### src/rtl/booth_radix4_digit_mac_if.sv
`default_nettype none
// +----------------------------------------------------------------------------+
// | Module     : booth_radix4_digit_mac_if                                      |
// | Description: Request/response bundle for the radix-4 Booth digit MAC.       |
// | Revision   : 1.0                                                            |
// +----------------------------------------------------------------------------+
interface booth_radix4_digit_mac_if #(
  parameter int WIDTH = 8
);
  localparam int c_nd = WIDTH / 2 + 1;

  logic                 in_valid_i;
  logic                 in_ready_o;
  logic [WIDTH-1:0]     multiplicand_i;
  logic                 unsigned_i;
  logic [c_nd-1:0]      is_zero_i;
  logic [c_nd-1:0]      is_neg_double_i;
  logic [c_nd-1:0]      is_neg_one_i;
  logic [c_nd-1:0]      is_pos_double_i;
  logic [c_nd-1:0]      is_pos_one_i;
  logic                 out_valid_o;
  logic                 out_ready_i;
  logic [2*WIDTH-1:0]   product_o;
  logic                 busy_o;
  logic                 err_o;

  modport slave (
    input  in_valid_i, multiplicand_i, unsigned_i, is_zero_i, is_neg_double_i,
           is_neg_one_i, is_pos_double_i, is_pos_one_i, out_ready_i,
    output in_ready_o, out_valid_o, product_o, busy_o, err_o
  );

  modport master (
    output in_valid_i, multiplicand_i, unsigned_i, is_zero_i, is_neg_double_i,
           is_neg_one_i, is_pos_double_i, is_pos_one_i, out_ready_i,
    input  in_ready_o, out_valid_o, product_o, busy_o, err_o
  );
endinterface
`default_nettype wire

### src/rtl/booth_radix4_digit_mac.sv
`default_nettype none
// +----------------------------------------------------------------------------+
// | Module     : booth_radix4_digit_mac                                         |
// | Description: Iterative multiplier consuming radix-4 Booth digit flags, one  |
// |              shifted partial product per cycle. Optional one-hot digit      |
// |              check enabled by BOOTH_DIGIT_ONEHOT_CHK_EN.                    |
// | Revision   : 1.0                                                            |
// +----------------------------------------------------------------------------+
module booth_radix4_digit_mac #(
  parameter int WIDTH = 8
) (
  input  logic                    clk_i,
  input  logic                    rst_ni,
  booth_radix4_digit_mac_if.slave bus
);
  localparam int c_nd = WIDTH / 2 + 1;
  localparam int c_pw = 2 * WIDTH;
  localparam int c_kw = $clog2(c_nd);
  localparam logic [c_kw-1:0] c_k_last = c_kw'(c_nd - 1);

  localparam logic [1:0] c_idle = 2'd0;
  localparam logic [1:0] c_run  = 2'd1;
  localparam logic [1:0] c_done = 2'd2;

  logic [1:0]      r_state;
  logic [c_pw-1:0] r_mcand;
  logic [c_nd-1:0] r_neg2, r_neg1, r_pos2, r_pos1;
  logic [c_pw-1:0] r_acc;
  logic [c_kw-1:0] r_k;
  logic [c_pw-1:0] r_product;
  logic            r_err;

  logic            w_accept;
  logic            w_last;
  logic [c_pw-1:0] w_m2;
  logic [c_pw-1:0] w_sum;
  logic [c_pw-1:0] w_acc_next;

  assign w_accept = (r_state == c_idle) && bus.in_valid_i;
  assign w_last   = (r_state == c_run) && (r_k == c_k_last);

  // Flags are summed rather than muxed so malformed digits stay deterministic.
  assign w_m2       = {r_mcand[c_pw-2:0], 1'b0};
  assign w_sum      = (r_pos1[r_k] ? r_mcand : '0)
                    + (r_pos2[r_k] ? w_m2    : '0)
                    - (r_neg1[r_k] ? r_mcand : '0)
                    - (r_neg2[r_k] ? w_m2    : '0);
  assign w_acc_next = r_acc + (w_sum << {r_k, 1'b0});

  always_ff @(posedge clk_i or negedge rst_ni) begin
    if (!rst_ni) begin
      r_state   <= c_idle;
      r_mcand   <= '0;
      r_neg2    <= '0;
      r_neg1    <= '0;
      r_pos2    <= '0;
      r_pos1    <= '0;
      r_acc     <= '0;
      r_k       <= '0;
      r_product <= '0;
    end else begin
      case (r_state)
        c_idle: begin
          if (bus.in_valid_i) begin
            r_mcand <= bus.unsigned_i
                     ? {{WIDTH{1'b0}}, bus.multiplicand_i}
                     : {{WIDTH{bus.multiplicand_i[WIDTH-1]}}, bus.multiplicand_i};
            r_neg2  <= bus.is_neg_double_i;
            r_neg1  <= bus.is_neg_one_i;
            r_pos2  <= bus.is_pos_double_i;
            r_pos1  <= bus.is_pos_one_i;
            r_acc   <= '0;
            r_k     <= '0;
            r_state <= c_run;
          end
        end
        c_run: begin
          r_acc <= w_acc_next;
          r_k   <= r_k + 1'b1;
          if (r_k == c_k_last) begin
            r_product <= w_acc_next;
            r_state   <= c_done;
          end
        end
        c_done: begin
          if (bus.out_ready_i) begin
            r_state <= c_idle;
          end
        end
        default: r_state <= c_idle;
      endcase
    end
  end

`ifdef BOOTH_DIGIT_ONEHOT_CHK_EN
  logic [c_nd-1:0] w_digit_bad;
  logic            r_err_pend;

  for (genvar g = 0; g < c_nd; g++) begin : g_chk
    logic [2:0] w_cnt;
    assign w_cnt = {2'b00, bus.is_zero_i[g]} + {2'b00, bus.is_neg_double_i[g]}
                 + {2'b00, bus.is_neg_one_i[g]} + {2'b00, bus.is_pos_double_i[g]}
                 + {2'b00, bus.is_pos_one_i[g]};
    assign w_digit_bad[g] = (w_cnt != 3'd1);
  end

  always_ff @(posedge clk_i or negedge rst_ni) begin
    if (!rst_ni) begin
      r_err_pend <= 1'b0;
      r_err      <= 1'b0;
    end else begin
      if (w_accept) begin
        r_err_pend <= |w_digit_bad;
      end
      if (w_last) begin
        r_err <= r_err_pend;
      end
    end
  end
`else
  logic w_unused;
  assign w_unused = ^bus.is_zero_i;
  assign r_err    = 1'b0;
`endif

  assign bus.in_ready_o  = (r_state == c_idle);
  assign bus.out_valid_o = (r_state == c_done);
  assign bus.busy_o      = (r_state != c_idle);
  assign bus.product_o   = r_product;
  assign bus.err_o       = r_err;

endmodule
`default_nettype wire

### src/flat_wrapper.sv
// flat-port wrapper written by rule: the top's interface ports become plain ports
module booth_radix4_digit_mac_flat 
#(
  parameter int WIDTH = 8
)
  (clk_i, rst_ni, bus_in_valid_i, bus_multiplicand_i, bus_unsigned_i, bus_is_zero_i, bus_is_neg_double_i, bus_is_neg_one_i, bus_is_pos_double_i, bus_is_pos_one_i, bus_out_ready_i, bus_in_ready_o, bus_out_valid_o, bus_product_o, bus_busy_o, bus_err_o);
  booth_radix4_digit_mac_if #(.WIDTH(WIDTH)) bus_i ();
  input  logic clk_i;
  input  logic rst_ni;
  input wire logic [$bits(bus_i.in_valid_i)-1:0] bus_in_valid_i;
  input wire logic [$bits(bus_i.multiplicand_i)-1:0] bus_multiplicand_i;
  input wire logic [$bits(bus_i.unsigned_i)-1:0] bus_unsigned_i;
  input wire logic [$bits(bus_i.is_zero_i)-1:0] bus_is_zero_i;
  input wire logic [$bits(bus_i.is_neg_double_i)-1:0] bus_is_neg_double_i;
  input wire logic [$bits(bus_i.is_neg_one_i)-1:0] bus_is_neg_one_i;
  input wire logic [$bits(bus_i.is_pos_double_i)-1:0] bus_is_pos_double_i;
  input wire logic [$bits(bus_i.is_pos_one_i)-1:0] bus_is_pos_one_i;
  input wire logic [$bits(bus_i.out_ready_i)-1:0] bus_out_ready_i;
  output wire logic [$bits(bus_i.in_ready_o)-1:0] bus_in_ready_o;
  output wire logic [$bits(bus_i.out_valid_o)-1:0] bus_out_valid_o;
  output wire logic [$bits(bus_i.product_o)-1:0] bus_product_o;
  output wire logic [$bits(bus_i.busy_o)-1:0] bus_busy_o;
  output wire logic [$bits(bus_i.err_o)-1:0] bus_err_o;
  assign bus_i.in_valid_i = bus_in_valid_i;
  assign bus_i.multiplicand_i = bus_multiplicand_i;
  assign bus_i.unsigned_i = bus_unsigned_i;
  assign bus_i.is_zero_i = bus_is_zero_i;
  assign bus_i.is_neg_double_i = bus_is_neg_double_i;
  assign bus_i.is_neg_one_i = bus_is_neg_one_i;
  assign bus_i.is_pos_double_i = bus_is_pos_double_i;
  assign bus_i.is_pos_one_i = bus_is_pos_one_i;
  assign bus_i.out_ready_i = bus_out_ready_i;
  assign bus_in_ready_o = bus_i.in_ready_o;
  assign bus_out_valid_o = bus_i.out_valid_o;
  assign bus_product_o = bus_i.product_o;
  assign bus_busy_o = bus_i.busy_o;
  assign bus_err_o = bus_i.err_o;
  booth_radix4_digit_mac #(.WIDTH(WIDTH)) u_core (.clk_i(clk_i), .rst_ni(rst_ni), .bus(bus_i));
endmodule
### config.mk
export PLATFORM = sky130hd
export DESIGN_NAME = booth_radix4_digit_mac_flat
export DESIGN_NICKNAME = d
export VERILOG_FILES = /design/src/rtl/booth_radix4_digit_mac_if.sv /design/src/rtl/booth_radix4_digit_mac.sv /design/src/flat_wrapper.sv
export SDC_FILE = /design/constraint.sdc
export NUM_CORES = 1
export LEC_CHECK = 0
export CORE_ASPECT_RATIO = 1.25
export CORE_MARGIN = 3
export CORE_UTILIZATION = 55
export CTS_BUF_LIST = sky130_fd_sc_hd__clkbuf_8
export CTS_CLUSTER_SIZE = 20
export DETAILED_ROUTE_END_ITERATION = 7
export HOLD_SLACK_MARGIN = 0.02
export PLACE_DENSITY = 0.79
export SLEW_MARGIN = 5
export SYNTH_ARGS = -nofsm -noshare
export SYNTH_HDL_FRONTEND = slang
export SYNTH_SLANG_ARGS = --single-unit
### constraint.sdc
create_clock -name clk_i -period 16 [get_ports clk_i]
set_clock_uncertainty 0.15 [all_clocks]
set_input_delay 3.2 -clock clk_i [delete_from_list [all_inputs] [get_ports clk_i]]
set_output_delay 3.2 -clock clk_i [all_outputs]
set_load 0.03 [all_outputs]
* Word-level counts from Yosys, hierarchy flattened
Index checks and enable logic that the tools add are counted.
** Operators by class
- $add $sub $neg :: 5
- Order comparisons :: 1
- Equal/unequal tests :: 6
- Shift-type cells :: 1
- Mux-type cells :: 21
- Reduce and logical (&&, ||, !) cells :: 7
** Operator list (count)
- $mux W16 :: 6
- $add A16 B16 Y16 :: 2
- $pmux W16 S2 :: 1
- $sub A16 B16 Y16 :: 2
- $shl A16 B4 Y16 :: 1
- $bmux W1 S3 :: 4
- $mux W2 :: 3
- $ne A2 B2 Y1 const B :: 3
- $pmux W2 S3 :: 1
- $pmux W3 S2 :: 1
- $reduce_and A2 Y1 :: 3
- $lt A3 B4 Y1 const B :: 1
- $mux W1 :: 4
- $reduce_bool A2 Y1 :: 2
- $add A3 B1 Y3 const B :: 1
- $eq A3 B3 Y1 const B :: 1
- $mux W3 :: 1
- $reduce_and A3 Y1 :: 1
- $eq A2 B1 Y1 const B :: 1
- $eq A2 B2 Y1 const B :: 1
- $logic_not A2 Y1 :: 1
** Word-level totals
- Flip-flop bits (word level) :: 73
- Input bits :: 38
- Word-level logic and storage cells :: 50

* Depth between registers and ports, before layout
Gate-level depths: netlist (run 1).
- Depth after elaboration :: 9
- Gate-level depth with buffers :: 29
- Mapped depth without buffers :: 28

* Worst setup path after synthesis (run 1)
OpenSTA, ideal clock, no wires.
- Kind :: register to register
- Start point :: register u_core.r_k[0]
- End point :: register u_core.r_acc[15]
- Setup time :: 135 ps
- Data arrival time :: 6148 ps
- Data required time :: 15715 ps
- Setup slack :: 9567 ps
- Stages on the path, launching flop included :: 28
- Buffers on the path :: 1
- Path through :: dfrtp_1 -> clkbuf_1 -> mux4_2 -> inv_1 -> o32ai_1 -> nand2_1 -> fa_1 -> inv_1 -> fa_1 -> inv_1 -> ha_1 -> a21o_1 -> a21oi_1 -> o21ai_0 -> a21o_1 -> a21oi_1 -> xor2_1 -> o211ai_1 -> o21ai_0 -> o22ai_1 -> ha_1 -> or2_2 -> and4b_1 -> a221oi_1 -> nor2_1 -> a211oi_1 -> and3_1 -> o31ai_1
** On the way
- Longest elaborated chain between the ends :: 9
- Elaborated cells on any way between the ends :: 18
- Those cells by class :: add/sub (4); shift (1); mux (13)
** Ends and longest elaborated chain
- start, declared :: RTL line booth_radix4_digit_mac.sv:29 : logic [c_kw-1:0] r_k;
- start signal, assigned :: RTL line booth_radix4_digit_mac.sv:79 : r_k <= r_k + 1'b1;
- $bmux W1 S3 (on tied branches) :: RTL line booth_radix4_digit_mac.sv:44, booth_radix4_digit_mac.sv:45
- $mux W1 (on tied branches) :: RTL line booth_radix4_digit_mac.sv:44, booth_radix4_digit_mac.sv:45
- $mux W16 (on tied branches) :: RTL line booth_radix4_digit_mac.sv:44, booth_radix4_digit_mac.sv:45
- $add A16 B16 Y16 :: RTL line booth_radix4_digit_mac.sv:45 : + (r_pos2[r_k] ? w_m2 : '0)
- $sub A16 B16 Y16 :: RTL line booth_radix4_digit_mac.sv:46 : - (r_neg1[r_k] ? r_mcand : '0)
- $sub A16 B16 Y16 :: RTL line booth_radix4_digit_mac.sv:47 : - (r_neg2[r_k] ? w_m2 : '0);
- $shl A16 B4 Y16 * :: RTL line booth_radix4_digit_mac.sv:48 : assign w_acc_next = r_acc + (w_sum << {r_k, 1'b0});
- $add A16 B16 Y16 * :: RTL line booth_radix4_digit_mac.sv:48
- $pmux W16 S2 * :: RTL line booth_radix4_digit_mac.sv:62 : case (r_state)
- end signal, assigned :: RTL line booth_radix4_digit_mac.sv:78 : r_acc <= w_acc_next;
- end, declared :: RTL line booth_radix4_digit_mac.sv:28 : logic [c_pw-1:0] r_acc;
Every way passes the cells marked *; elsewhere a longest branch is shown, timed or not. The select of a mux whose other input is x is not followed.
A chain may end at the register's enable or synchronous reset.

* Worst setup path after layout (run 1)
Ends and elaborated chain as after synthesis.

==> impl_metrics.csv, run 1 <==
group,metric,value,unit
logic_synthesis,synthCells,610,
route,top_layer_used,"met4",
sta,hold_viol,0,
floorplan,dieArea,10300,sq um
floorplan,fp.dieH,112.7,um
run_status,outcome,"completed",
logic_synthesis,synth-seq-cells,66,
route,vias,4274,
sta,slew_viol_final,0,
grt,grt_usage,0.2258,
cts,cts_resized,0,
logic_synthesis,synth_top_area_frac,0.3296,
min_path,min_from,"u_core.r_neg2[3]",
logic_synthesis,yosysMostFrequentCell,"nand2_1",
grt,grt_pass1_vias,4307,
cts,numCtsBuffers,9,
placed_design,finalWeightedCongestion,0.8829,
floorplan,die_w,91.38,um
route,drt-initial-drc-count,227,
logic_synthesis,synth_common_cells,"nand2_1 (151), dfrtp_1 (66), o21ai_0 (46)",
route,via_per_inst,5.551,
route,drc,0,
placed_design,io_buffer_count,51,
logic_synthesis,yosysWarnings,0,
logic_synthesis,syn_nets,701,
job,cap_violations,0,
cts,cts_buffer_depth,2,
finish,drive_gt1_frac,0.04462,
worst_setup_path,cp_max_fo,33,
sta,period_share,0.5006,
route,finalWirelength,10740,um
floorplan,num_rows,38,
floorplan,initial_core_util,0.5697,
logic_synthesis,synth_edf_count,0,
cts,ctsHoldBuffers,0,
sta,fin_setup_tns,0,ns
logic_synthesis,ys_async_sr_fraction,1.000,
logic_synthesis,yosys.cell_types.count,54,
finish,n_antenna_cell,0,
logic_synthesis,syn_area,5011,sq um
worst_setup_path,end_kind,"register",
logic_synthesis,synth_area_per_cell,8.215,sq um
cts,worstSkewPairLatency,0.35,ns
cts,path_clk_slew,0.07,ns
floorplan,core,8796,sq um
worst_setup_path,rr_startpoint,"u_core.r_k[0]",
placed_design,hpwlAfterDp,8107,um
sta,rsz0062_at_grt,"false",
logic_synthesis,yosysSeqAreaShare,0.3296,
route,wl_per_cell,13.95,um
min_path,hp-class,"register to register",
route,met2_length,5487,um
logic_synthesis,synth_ff_type,"dfrtp_1",
route,ant_nets,0,
worst_setup_path,start_kind,"register",
sta,tightest_slew,1.196,ns
route,wl_met3,370,um
grt,antenna_found_initial,0,
cts,postCtsSetupBuffers,0,
route,wl_met1,4715,um
sta,fmax,0.1248,GHz
cts,cts_tree,"built",
sta,period_needed,8.010,ns
worst_setup_path,arrival,8.04,ns
cts,cts_sinks,66,
grt,grt_pass1_wl,19240,um
floorplan,io_pins,58,
finish,fin_nets,736,
route,first_pass_iters,5,
cts,root_buffer,"clkbuf_8",
cts,cts_htree_levels,3,
logic_synthesis,synth.area.top_cells,"dfrtp_1 (33%), nand2_1 (11%), ha_1 (8.2%), fa_1 (8.0%), o21ai_0 (4.6%)",
worst_setup_path,ff2ff_setup_slack,7.99,ns
finish,area_delta_synth_final,14.56,%
grt,grt_overflow,0,
logic_synthesis,yosys.area.top_type,"dfrtp_1",
worst_setup_path,crit_start,"u_core.r_k[0]",
sta,setup_violations,0,
worst_setup_path,required,16.03,ns
grt,grt_max_degree,67,
sta,max_slew_margin,0.2001,
worst_setup_path,path_class,"register to register",
==> routing by layer <==
| layer | track usage | up-vias |
|---|---|---|
| li1 | - | 2111 |
| met1 | 0.2849 | 2060 |
| met2 | 0.3939 | 86 |
| met3 | 0.04189 | 17 |
| met4 | 0.07042 | 0 |
| met5 | 0 | - |
==> logic make-up after synthesis <==
family	Yosys count	share of synthesized area
and+or+nand+nor	252	0.2175
AOI/OAI and AO/OA	127	0.1593
buffers and inverters	74	0.05618
DFF	66	0.3296
adders and majority gates	53	0.1623
xor gates and xnor gates	22	0.03845
muxes	15	0.03595
other	1	0.0007483
==> critical path, cell delays in order (launching register included) <==
cell and delay, ns:
dfrtp_1 1.06, nor2b_1 0.39, a21oi_1 0.12, o22ai_1 0.61, nand2_1 0.17, fa_1 0.56
inv_1 0.05, fa_1 0.53, inv_1 0.05, ha_1 0.34, a21o_1 0.20, a21oi_1 0.28
o21ai_0 0.13, a21o_1 0.21, a21oi_1 0.26, xor2_1 0.29, o211ai_1 0.15, o21ai_0 0.26
o22ai_1 0.14, ha_1 0.33, or2_2 0.30, and4b_1 0.20, a221oi_1 0.43, nor2_1 0.10
a211oi_1 0.25, and3_1 0.22, o31ai_1 0.07
==> layout make-up <==
cell class,count,area [sq um]
clock buffers,10,137.6
well taps,120,150.1
inverters,45,168.9
repair buffers,53,520.5
clock inverters,6,33.78
flip-flops and latches,66,1652
multi-input cells,470,3078
fillers,744,3055
==> per-stage QoR <==
step | instance area, sq um | utilization | hold slack, ns | setup slack (ns) | instances
after CTS | 5741 | 0.6526 | 0.3286 | 8.021 | 770
after floorplan | 5011 | - | 0.2901 | 9.567 | 610
after detailed placement | 5569 | 0.6331 | 0.3121 | 8.038 | 754
final | 5741 | 0.6526 | 0.3278 | 7.990 | 770
after global routing | 5741 | 0.6526 | 0.3633 | 7.388 | 770
after global placement | 5569 | 0.6331 | 0.3067 | 8.306 | 754
==> registers in the layout, summed over array words and instances (netlist names), 3 cells and up <==
name	cells
u_core.bus.product_o	16
u_core.r_acc	16
u_core.r_mcand	9
u_core.r_neg1	5
u_core.r_neg2	5
u_core.r_pos1	5
u_core.r_pos2	5
u_core.r_k	3
==> cell usage in the layout (no fill, tap or decap), drive strengths merged, types with 5 or more instances in the layout <==
cell type,Yosys,layout
nor2b,7,7
xor2,15,15
nand3,21,21
ha,33,33
nor2,33,33
nor3,9,9
dfrtp,66,66
and2,14,14
nand2b,5,5
nand2,151,151
inv,44,45
a21o,10,10
mux2i,9,9
clkdlybuf4s50,0,50
a21oi,24,24
xnor2,7,7
fa,20,20
a211oi,10,10
o22ai,7,7
o21ai,47,47
clkbuf,26,10
==> final timing paths <==
kind | depth (start not counted) | end
min reg2reg | 2 | u_core.r_neg2[3]
min in group asynchronous | 2 | u_core.r_acc[14]
max | 26 | u_core.r_acc[15]
max in group asynchronous | 2 | u_core.r_mcand[3]
min | 2 | u_core.r_neg2[3]
max reg2reg | 26 | u_core.r_acc[15]
Power of run 1 is not shown: default switching activity piles up to over one toggle a cycle in this logic, so the estimate is an artifact.
==> run 2: changes to the inputs <==
- CORE_UTILIZATION: 55 -> 53
- clock period: 16 -> 7.21 ns (I/O delays scaled with it)
==> impl_metrics.csv, run 2 (synthesis results as in run 1) <==
group,metric,value,unit
grt,grt_max_degree,67,
placed_design,dpl.cell_count,769,
sta,hold_viol,0,
finish,area_delta_synth_final,18.48,%
floorplan,io_pins,58,
cts,cts_tree,"built",
grt,grt_pass1_vias,4459,
finish,final_cell_area,5937,sq um
worst_setup_path,end_kind,"register",
floorplan,die_w,92.97,um
route,ant_nets,0,
grt,grt_overflow,0,
placed_design,place_area,5663,sq um
finish,final_common_cell,"nand2_1",
worst_setup_path,cp_max_fo,9,
floorplan,core,9174,sq um
worst_setup_path,path_class,"register to register",
finish,final_cell_mix,"nand2_1 (151), dfrtp_1 (65), clkdlybuf4s50_1 (50), o21ai_0 (46), inv_1 (44)",
worst_setup_path,required,7.26,ns
sta,setup_violations,0,
run_status,outcome,"completed",
route,vias,4280,
cts,postCtsSetupBuffers,0,
grt,antenna_found_initial,0,
placed_design,io_buffer_count,51,
grt,grt_pass1_wl,20620,um
cts,cts_htree_levels,3,
sta,tightest_slew,1.056,ns
cts,cts_buffer_depth,2,
grt,grt_usage,0.2388,
finish,final_cells,785,
cts,worstSkewPairLatency,0.36,ns
worst_setup_path,start_kind,"register",
cts,cts_sinks,66,
placed_design,finalWeightedCongestion,0.8782,
finish,n_antenna_cell,0,
cts,root_buffer,"clkbuf_8",
sta,fmax,0.1487,GHz
cts,numCtsBuffers,9,
route,first_pass_iters,4,
finish,drive_gt1_frac,0.07100,
placed_design,hpwlAfterDp,8677,um
sta,period_needed,6.723,ns
floorplan,fp.dieH,114.7,um
sta,max_slew_margin,0.2961,
finish,fin_nets,748,
finish,fin_util,0.6472,
worst_setup_path,cp_slowest_stage_delay,0.54,ns
cts,path_clk_slew,0.07,ns
route,drc,0,
worst_setup_path,slowest_stage,"fa_1",
route,via_per_inst,5.452,
floorplan,num_rows,39,
floorplan,initial_core_util,0.5462,
route,drt-initial-drc-count,245,
route,wl_per_cell,14.70,um
sta,period_share,0.9324,
floorplan,dieArea,10670,sq um
min_path,hp-class,"register to register",
worst_setup_path,arrival,6.77,ns
route,finalWirelength,11540,um
sta,slew_viol_final,0,
job,cap_violations,0,
==> run 2: final cells by class <==
| cell class | count | area [sq um] |
|---|---|---|
| well taps | 123 | 153.9 |
| multi-input cells | 470 | 3109 |
| fillers | 815 | 3237 |
| inverters | 45 | 168.9 |
| repair buffers | 65 | 614.3 |
| flip-flops and latches | 66 | 1653 |
| clock inverters | 4 | 72.57 |
| clock buffers | 12 | 165.2 |
==> run 2: timing repair <==
item,CTS,global route
gates resized for setup,0,8
endpoints found under the setup margin,0,8
hold buffers,0,0
==> run 2: worst max-delay path: cells and delay by family, from the launching register on <==
| kind | cells | cell delay, ns |
|---|---|---|
| muxes | 2 | 0.87 |
| buffers and inverters | 3 | 0.29 |
| DFF | 1 | 0.47 |
| xor gates and xnor gates | 1 | 0.12 |
| AOI/OAI and AO/OA | 10 | 1.75 |
| adders and majority gates | 4 | 1.71 |
| and+or+nand+nor | 5 | 1.20 |
==> run 2: path summary, 6_finish.rpt <==
path | cells after the start | slack, ns | end | from
setup / recovery | 25 | 0.49 | u_core.r_acc[15] | u_core.r_k[2]
hold / removal | 2 | 0.33 | u_core.r_neg2[0] | u_core.r_neg2[0]
setup reg to reg | 25 | 0.49 | u_core.r_acc[15] | u_core.r_k[2]
hold reg to reg | 2 | 0.33 | u_core.r_neg2[0] | u_core.r_neg2[0]
max in group asynchronous | 2 | 5.18 | u_core.r_k[2] | rst_ni
min in group asynchronous | 2 | 1.10 | u_core.r_mcand[0] | rst_ni
==> run 2: through the flow <==
step	hold WS (ns)	setup TNS (ns)	setup slack, ns
after detailed placement	0.3102	0	0.2261
after CTS	0.3282	0	0.1873
after floorplan	0.2901	0	0.7769
final	0.3258	0	0.4872
after global placement	0.3107	0	0.4148
after global routing	0.3556	-0.01202	-0.01202
==> run 2: metal layers <==
metal,up-vias,track usage,part of all wire
li1,2135,-,-
met1,2059,0.2918,0.44
met2,70,0.4238,0.52
met3,16,0.04931,0.032
met4,0,0.07234,0.014
met5,-,0,0
Power of run 2 is left out for the same reason.
==> patch 1: new RTL, settings of run 1 <==
`WIDTH` is set to 8 in 3 places; all go to 16.
--- a/src/rtl/booth_radix4_digit_mac_if.sv
+++ b/src/rtl/booth_radix4_digit_mac_if.sv
@@ -7,3 +7,3 @@
 interface booth_radix4_digit_mac_if #(
-  parameter int WIDTH = 8
+  parameter int WIDTH = 16
 );
--- a/src/rtl/booth_radix4_digit_mac.sv
+++ b/src/rtl/booth_radix4_digit_mac.sv
@@ -9,3 +9,3 @@
 module booth_radix4_digit_mac #(
-  parameter int WIDTH = 8
+  parameter int WIDTH = 16
 ) (
--- a/src/flat_wrapper.sv
+++ b/src/flat_wrapper.sv
@@ -3,3 +3,3 @@
 #(
-  parameter int WIDTH = 8
+  parameter int WIDTH = 16
 )
Interface: changed (7 resized); port bits go from 58 to 102. The function was not compared with the original's and may differ.
==> patch 1 against run 1 <==
  * Wire length grew 120%
  * Sequential cell count grew 57
  * Setup slack lost 1.6 ns
  * Cell area grew 100%
  * Area after synthesis grew 100%
  * Cell count grew 99%
Power is not shown: default switching activity piles up to over one toggle a cycle in this logic, so the estimate is an artifact.
==> patch 1: results (changes against run 1) <==
Routing
  – Met1 WL: 9950 um (was 4720 um)
  – Vias/cell: 5.81 (was 5.55)
  – Per-cell routed wire length: 15.6 um (was 14.0 um)
  – 1st-iter DRT viols: 488 (was 227)

Setup path
  – Crit-path slowest cell: o22ai_1 (was dfrtp_1)
  – Reg2Reg Depth: 31 (was 26)
  – Worst setup path start: u_core.r_k[1] (was u_core.r_k[0])
  – Worst R2R End: u_core.r_acc[30] (was u_core.r_acc[15])
  – Critical Path Fanout Max: 41 (was 33)

CTS
  – H-tree depth: 4 (was 3)
  – Clock Latency Late Sink: 0.46 ns (was 0.35 ns)
  – TritonCTS Buffers: 17 (was 9)
  – Clk pin slew, worst setup/hold paths: 0.09 ns (was 0.07 ns)

Global routing
  – Largest net degree at the start of global routing: 88 (was 67)
  – Global Route Usage Sum: 24.7% (was 22.6%)
  – Global-route wire length before repair: 41000 um (was 19200 um)

Placed design
  – GPL Wtd Cong: 0.916 (was 0.883)
  – # port buffers: 91 (was 51)
  – Pre-CTS setup slack: 6.70 ns (was 8.04 ns)

Cells and area
  – Layout cells sized above 1: 6.59% (was 4.46%)

Yosys
  – Syn nets: 1399 (was 701)
  – Post-synth cell types: 88 (was 54)
  – Mean Syn Cell Area: 8.17 um^2 (was 8.21 um^2)

Hold path
  – Hold_sp: u_core.r_neg1[3] (was u_core.r_neg2[3])

Outcome
  – Status: finished, final reports clean (unchanged)

STA
  – Worst slew margin: 17.9% (was 20.0%)
patch 1: cell types whose count changed in the layout (fill, tap and decap cells not counted), moves of 23 or more:
| cell | before | now |
|---|---|---|
| dfrtp_1 | 66 | 123 |
| o21ai_0 | 46 | 102 |
| clkdlybuf4s50_1 | 50 | 90 |
| nor2_1 | 33 | 56 |
| inv_1 | 45 | 88 |
| a21oi_1 | 23 | 52 |
| ha_1 | 33 | 57 |
| nand2_1 | 151 | 295 |
patch 1: cells by family (layout without fill, tap and decap cells):
group	Yosys count	in the layout	synth area share, %
multiplexers	31	31	4.24
flip-flops	123	123	30.4
AND/OR/NAND/NOR	496	496	21.5
adder cells (fa/ha/maj)	93	93	14.2
XOR/XNOR	46	46	4.12
other	1	1	0.0370
AO/OA/AOI/OAI	295	295	19.3
buffers and inverters	155	220	6.22
patch 1: cell type report:
type	instances	share of cell area (%)
well taps	224	2.44
inverters	90	2.94
clock buffers	19	2.28
multi-input cells	962	56.0
clock inverters	11	0.971
flip-flops and latches	123	26.8
repair buffers	100	8.51
==> patch 2: new RTL, settings of run 1 <==
Made on the original files. Build with the macro `BOOTH_DIGIT_ONEHOT_CHK_EN` defined.
--- a/src/rtl/booth_radix4_digit_mac.sv
+++ b/src/rtl/booth_radix4_digit_mac.sv
@@ -8,2 +8,4 @@
 // +----------------------------------------------------------------------------+
+`define BOOTH_DIGIT_ONEHOT_CHK_EN
+
 module booth_radix4_digit_mac #(
Check against the original RTL: not equivalent (a bounded check fails within 10 cycles, from zero or initial values and one cycle with rst_ni low).
==> patch 2 against run 1 <==
  * Sequential cell count increased by 2
  * Global-route usage increased by 0.32 points
  * Wire length increased by 18%
  * Die area increased by 13%
  * Area after synthesis increased by 14%
  * Via count increased by 13%
  * Setup slack improved by 0.16 ns
  * First-iteration DRC count increased by 16%
  * Cell area increased by 13%
Power is left out: the tool's default activity adds up to more than one toggle a clock period on the data nets, which glitch-free logic cannot reach.
==> patch 2: results (changes against run 1) <==
Setup path
  – Family with the most delay on the worst path: simple AND/OR/NAND/NOR gates (was compound AO/OA/AOI/OAI gates)
  – Worst EP arrival: 7.90 ns (was 8.04 ns)
  – CP max stage delay: 0.98 ns (was 1.06 ns)

Routing
  – DR WL met2: 6770 um (was 5490 um)
  – Met3 wire len: 513 um (was 370 um)
  – Vias/cell: 5.69 (was 5.55)
  – Met1 WL: 5070 um (was 4720 um)
  – WL final: 12600 um (was 10700 um)
  – 1st-iter DRT viols: 264 (was 227)
  – Drt first pass iters: 6 (was 5)

Global routing
  – Met2 Resource Use GR: 42.1% (was 39.4%)
  – Global-route wire length before repair: 22200 um (was 19200 um)
  – Largest net degree at the start of global routing: 69 (was 67)
  – Number of global-route vias before repair: 4871 (was 4307)
  – Grt met3 use: 3.31% (was 4.19%)
  – Met1 Use GR: 26.7% (was 28.5%)
  – Global Route Usage Sum: 22.9% (was 22.6%)

Cells and area
  – Fillcell total: 796 (was 744)
  – Final net count: 825 (was 736)
  – Multi-In Gates: 504 (was 470)
  – Buffering overhead: 9.06% (was 9.07%)
  – Clk tree area frac: 2.72% (was 2.99%)
  – Layout cells sized above 1: 5.13% (was 4.46%)
  – Number of sequential cells: 68 (was 66)
  – Multi-input combinational area share: 55.3% (was 53.6%)
  – Multi-input gate area in the final layout: 3590 um^2 (was 3080 um^2)
  – Inverters: 73 (was 45)

CTS
  – Clock root buffer: clkbuf_8 (unchanged)

Placed design
  – # port buffers: 57 (was 51)
  – Placed Area: 6310 um^2 (was 5570 um^2)
  – Pre-CTS setup slack: 8.23 ns (was 8.04 ns)
  – GPL Wtd Cong: 0.885 (was 0.883)
  – Placed Instances: 831 (was 754)
  – Post-DP HPWL: 9830 um (was 8110 um)

Yosys
  – YS warnings: 0 (unchanged)
  – Area contributors post-synth: dfrtp_1 (30%), fa_1 (11%), nand2_1 (9.6%), ha_1 (9.0%), inv_1 (4.7%) (was dfrtp_1 (33%), nand2_1 (11%), ha_1 (8.2%), fa_1 (8.0%), o21ai_0 (4.6%))
  – Cells after synthesis: 677 (was 610)
  – Compound-Gate Fraction of Synth Area: 15.7% (was 15.9%)
  – Post-synthesis sequential area ratio: 29.9% (was 33.0%)
  – Commonest cells in the netlist: nand2_1 (146), inv_1 (72), dfrtp_1 (68) (was nand2_1 (151), dfrtp_1 (66), o21ai_0 (46))
  – XOR/XNOR Fraction of Synth Area: 3.98% (was 3.85%)
  – Syn nets: 786 (was 701)
  – Mux share of post-synthesis cell area: 2.83% (was 3.60%)
  – Synth Area in Adders: 19.6% (was 16.2%)

Floorplanning
  – Row Count: 40 (was 38)

Outcome
  – Status: finished, final reports clean (unchanged)

STA
  – Least-Margin Pin Slew: 1.08 ns (was 1.20 ns)
patch 2: cell types whose count changed in the layout (fill, tap and decap cells not counted), moves of 6 or more:
cell             before  now
inv_1                45   72
o21ai_0              46   35
mux2i_1               9    3
o22ai_1               7    1
fa_1                 20   30
o21ai_1               1   21
a211oi_1             10    3
ha_1                 33   41
nor2_1               33   25
nand4_1               1    7
clkdlybuf4s50_1      50   56
patch 2: path summary, 6_finish.rpt:
check                            startpoint                 endpoint  cells past startpoint  slack (ns)
setup / recovery              u_core.r_k[1]         u_core.r_acc[15]                     25        8.15
hold / removal             u_core.r_neg2[2]         u_core.r_neg2[2]                      2        0.33
setup reg to reg              u_core.r_k[1]         u_core.r_acc[15]                     25        8.15
hold reg to reg            u_core.r_neg2[2]         u_core.r_neg2[2]                      2        0.33
max in group asynchronous            rst_ni        u_core.r_mcand[1]                      2       12.28
min in group asynchronous            rst_ni  u_core.bus.product_o[1]                      2        2.88
